`config.mk`:
```
export PLATFORM = sky130hd
export DESIGN_NAME = pc_fetch_unit
export DESIGN_NICKNAME = d
export VERILOG_FILES = /design/src/rtl/pc_fetch_unit.sv
export SDC_FILE = /design/constraint.sdc
export NUM_CORES = 1
export LEC_CHECK = 0
export BUFFER_PORTS_ARGS = -buffer_cell sky130_fd_sc_hd__buf_4
export CORE_MARGIN = 10
export CORE_UTILIZATION = 50
export CTS_CLUSTER_SIZE = 24
export DETAILED_ROUTE_END_ITERATION = 10
export PLACE_DENSITY = 0.75
export SKIP_LAST_GASP = 1
export SLEW_MARGIN = 20
export SYNTH_ARGS = -nofsm -noshare
export SYNTH_HDL_FRONTEND = slang
export SYNTH_SLANG_ARGS = --single-unit
```
`constraint.sdc`:
```
create_clock -name CLK -period 3.6 [get_ports CLK]
set_clock_uncertainty 0.2 [all_clocks]
set_input_delay 0.72 -clock CLK [delete_from_list [all_inputs] [get_ports CLK]]
set_output_delay 0.72 -clock CLK [all_outputs]
set_load 0.02 [all_outputs]
```
`src/rtl/pc_fetch_unit.sv`:
```
// Fetch-stage PC owner: drives instruction read requests and follows the hazard unit's pc_WEN.
// Redirects that arrive while the PC is frozen are parked, and fetching stops on halt.
//
// state           | meaning
// ----------------|--------------------------------------------------------------
// S_RUN           | normal fetch; PC advances or redirects on pc_WEN
// S_REDIRECT_WAIT | redirect parked in pend_target_q, applied on the next pc_WEN
// S_HALTED        | fetch stopped; only RST leaves
module pc_fetch_unit #(
   parameter logic [31:0] PC_INIT = 32'h0000_0000,
   parameter int          CNT_W   = 32
) (
   input  logic             CLK,
   input  logic             RST,
   input  logic             pc_WEN,
   input  logic             dpif_ihit,
   input  logic             npc_change,
   input  logic [31:0]      npc,
   input  logic             halt,
   output logic             imemREN,
   output logic [31:0]      imemaddr,
   output logic [31:0]      pc,
   output logic [31:0]      pcplus4,
   output logic             ifid_valid,
   output logic             redirect_pending,
   output logic             halted,
   output logic [CNT_W-1:0] fetch_count
);

   typedef enum logic [1:0] {
      S_RUN           = 2'd0,
      S_REDIRECT_WAIT = 2'd1,
      S_HALTED        = 2'd2
   } state_t;

   state_t             state_q, state_d;
   logic [31:0]        pc_q, pc_d;
   logic [31:0]        pend_target_q, pend_target_d;
   logic [CNT_W-1:0]   cnt_q, cnt_d;
   logic [31:0]        npc_aligned;
   logic [31:0]        pc_inc;
   logic               ren;
   logic               valid;

   assign npc_aligned = {npc[31:2], 2'b00};
   assign pc_inc      = pc_q + 32'd4;

   always_ff @(posedge CLK) begin
      if (RST) begin
         state_q       <= S_RUN;
         pc_q          <= PC_INIT;
         pend_target_q <= 32'h0;
         cnt_q         <= '0;
      end else begin
         state_q       <= state_d;
         pc_q          <= pc_d;
         pend_target_q <= pend_target_d;
         cnt_q         <= cnt_d;
      end
   end

   always_comb begin
      state_d       = state_q;
      pc_d          = pc_q;
      pend_target_d = pend_target_q;
      ren           = 1'b0;
      valid         = 1'b0;
      case (state_q)
         S_RUN: begin
            ren   = 1'b1;
            valid = dpif_ihit & pc_WEN & ~npc_change & ~halt;
            if (npc_change) begin
               if (pc_WEN) begin
                  pc_d = npc_aligned;
               end else begin
                  pend_target_d = npc_aligned;
                  state_d       = S_REDIRECT_WAIT;
               end
            end else if (halt) begin
               state_d = S_HALTED;
            end else if (pc_WEN) begin
               pc_d = pc_inc;
            end
         end
         S_REDIRECT_WAIT: begin
            // Keep requesting the old PC so an in-flight access completes; later redirects are wrong-path.
            ren = 1'b1;
            if (pc_WEN) begin
               pc_d    = pend_target_q;
               state_d = S_RUN;
            end
         end
         S_HALTED: begin
            ren = 1'b0;
         end
         default: begin
            state_d = S_RUN;
         end
      endcase
      if (RST) begin
         ren   = 1'b0;
         valid = 1'b0;
      end
   end

   always_comb begin
      cnt_d = cnt_q;
      if (valid && (cnt_q != {CNT_W{1'b1}})) begin
         cnt_d = cnt_q + CNT_W'(1);
      end
   end

   assign imemREN          = ren;
   assign ifid_valid       = valid;
   assign imemaddr         = pc_q;
   assign pc               = pc_q;
   assign pcplus4          = pc_inc;
   assign redirect_pending = ~RST & (state_q == S_REDIRECT_WAIT);
   assign halted           = ~RST & (state_q == S_HALTED);
   assign fetch_count      = cnt_q;

endmodule

```
==> summary.md <==
| Metric | Value |
|---|---|
| Vias/cell | `5.99` |
| Clock tree root buffer cell | `clkbuf_8` |
| Clock Pin Slew Worst Setup and Hold Paths | `0.09 ns` |
| Sequential element share of the synthesized area | `0.339` |
| Layer with the highest usage | `met2` |
| Congestion Overflow GR | `0` |
| Area growth from synthesis to layout | `21.8%` |
| YS warnings | `0` |
| Finished Cell Area | `6750 um2` |
| Critical Path Sink Type | `output pin` |
| Multi-input logic area | `3140 um2` |
| Met1 usage | `0.266` |
| Post-Syn Area | `5550 um2` |
| Hold_sp | `pend_target_q[2]` |
| GRT Util Overall | `0.215` |
| Min-delay worst type | `register to register` |
| Post-layout min period | `3.38 ns` |
| Storage cell area | `1880 um2` |
| Max Transition Viols Final | `0` |
| Power Total | `2.30 mW` |
| Filler Cells Inserted | `992` |
| Diodes inserted | `0` |
| Die ar. | `15700 um2` |
| Crit Path Max Fanout | `10` |
| Final Hold Vio Count | `0` |
| Reg-to-reg endpoint | `fetch_count[1]` |
| FP Rows | `38` |
| CTS Hold Bufs | `0` |
| Required @ worst endpoint | `2.68 ns` |
| CTS sink count | `94` |
| Crit Path Class | `register to output pin` |
| I/O pins | `170` |
| DR WL/cell | `18.4 um` |
| Num CTS Buffers | `9` |
| Post-Place Cells | `959` |
| CTS tree | `yes` |
| Final wirelength | `17.9 mm` |
| Status | `complete, no violations` |
| Worst setup SP type | `register` |
| Min Hold Slack | `0.257 ns` |
| DRC | `0` |
| Synth cell types | `70` |
| Commonest non-fill, non-tap cell in the layout | `buf_4` |
| Most used flip-flop cell after synthesis | `dfxtp_1` |
| Combinational power share | `0.226` |
| Final Non-Filler Cells | `975` |
| CP Data Arrival Time | `2.46 ns` |
| Worst r2r src | `fetch_count[0]` |
| GR Util met2 | `0.357` |
| Clock H-tree levels | `3` |
| Max_slew headroom | `0.421` |
| DRT Pass-1 Iters | `6` |
| Crit path max-delay cell type | `nor4_1` |
| Post-synthesis cell count | `725` |
| Initial core utilization | `0.512` |
| Grt met3 use | `0.0499` |
| Initial antenna violation count | `0` |
| Fmax | `0.296 GHz` |
| TNS Setup | `0 ns` |
| Drt initial violations | `701` |
| Sw Pwr | `0.761 mW` |
| Pwr/cell area | `341 nW/um2` |
| R2r setup slk | `0.96 ns` |
| Final WS setup | `0.217 ns` |
| Vias post-DR | `5837` |
| Number of flops mapped to enable cells by yosys | `0` |
| Synth async-reset ratio | `0` |
| HPWL after DPL | `12.6 mm` |
| Sw Ratio | `0.330` |
| P_int | `1.54 mW` |
| Dpl ws | `0.486 ns` |
| Final setup viols | `0` |
| FF+latch count, synth | `94` |
| Tcrit/Tclk final | `0.940` |
| Antenna viol nets, final | `0` |
| Max incr delay on CP | `0.55 ns` |
| Core area | `10800 um2` |
| Post-DP Area | `6580 um2` |
| Number of I/O port buffers | `161` |
| Worst-Margin Slew | `0.867 ns` |
| Post-layout util | `0.623` |
| R2R depth | `7` |
| Unrepaired setup endpoints after global routing | `no` |
| Pin count of the biggest net entering global routing | `61` |
| Clock power frac | `0.278` |
| Vias in the first global route | `5459` |
| Most frequent cells in the layout | `177 x buf_4, 105 x nand2_1, 94 x dfxtp_1` |
| First-pass GRT wire length | `28.7 mm` |
| Part of the power in registers | `0.496` |
| Die H | `125 um` |
| Cell chain of the critical path | `and4_1 -> nand4_1 -> nor4_1 -> xor2_1 -> buf_4` |
| GPL Wtd Cong | `0.914` |
| Share of layout cells above drive strength 1 | `0.262` |
| WHS Endpoint | `pend_target_q[2]` |
| NumNets Final | `870` |
| Peak supply drop | `0.167 mV` |
| Max cap viols | `0` |
| Worst skew pair latency | `0.37 ns` |
| Max clock buf depth | `2` |
| Avg Cell Area, Syn | `7.65 um2` |
| P_leak | `2.74 nW` |
| Die width | `125 um` |
| Hold Crit Depth | `2` |
==> layer usage <==
metal,up-vias,routed length [um]
li1,2772,-
met1,2748,7510
met2,283,8510
met3,34,1500
met4,0,384
met5,-,0
==> sequential cells by signal, summed over array words and instances (netlist names) <==
name and flops:
fetch_count 32, imemaddr 30, pend_target_q 30, state_q 2
==> critical path, delay by kind of cell (launching register included) <==
| family | cells | cell delay [ns] |
|---|---|---|
| xor+xnor | 1 | 0.19 |
| buf+inv | 1 | 0.16 |
| flops | 1 | 0.51 |
| simple gates | 3 | 1.24 |
==> synthesized netlist by cell type (all sizes together) (13+ instances only) <==
| master | n | area (um2) |
|---|---|---|
| nor2 | 31 | 119 |
| nand2 | 106 | 405 |
| o21ai | 36 | 180 |
| nor4 | 19 | 119 |
| dfxtp | 94 | 1880 |
| inv | 16 | 60.1 |
| xnor2 | 20 | 175 |
| nand4 | 21 | 150 |
| and3 | 14 | 88.8 |
| a21oi | 92 | 460 |
| buf | 46 | 333 |
| or4 | 13 | 104 |
| nand3 | 36 | 180 |
| clkbuf | 41 | 165 |
==> logic make-up after synthesis <==
| kind of cell | Yosys count | synth area share |
|---|---|---|
| AND/OR/NAND/NOR | 290 | 0.273 |
| AO/OA/AOI/OAI | 192 | 0.211 |
| buffers and inverters | 104 | 0.102 |
| flip-flops | 94 | 0.339 |
| XOR/XNOR | 32 | 0.0505 |
| multiplexers | 10 | 0.0190 |
| adder cells (fa/ha/maj) | 2 | 0.00451 |
| other | 1 | 0.000676 |
==> repair_timing <==
action,in CTS,in global routing
setup endpoints to repair,0,2
buffers inserted,0,0
resized for setup,0,2
==> power by group through the flow <==
stage	logic (mW)	clock network, mW	registers [mW]
finish	0.520	0.640	1.14
global route	0.559	0.687	1.15
CTS	0.521	0.649	1.14
detailed placement	0.519	0	1.17
global placement	0.513	0	1.16
floorplan	0.306	0	1.18
==> worst max path at each step <==
stage / start / depth (start not counted) / endpoint / slack [ns]
after floorplan: imemaddr[11] / 5 / pcplus4[25] / 0.63
after global placement: RST / 6 / imemaddr[31] / 0.55
after detailed placement: RST / 6 / imemaddr[31] / 0.49
after CTS: imemaddr[8] / 5 / pcplus4[25] / 0.16
after global routing: imemaddr[17] / 5 / pcplus4[30] / 0.05
final: imemaddr[17] / 5 / pcplus4[31] / 0.22
==> cell type report <==
| class | instances | share of cell area |
|---|---|---|
| clock buffers | 11 | 0.0195 |
| clock inverters | 5 | 0.00537 |
| inverters | 16 | 0.00889 |
| multi-input cells | 532 | 0.465 |
| flip-flops and latches | 94 | 0.279 |
| well taps | 140 | 0.0259 |
| repair buffers | 177 | 0.197 |
(Power assumes the default switching activity.)
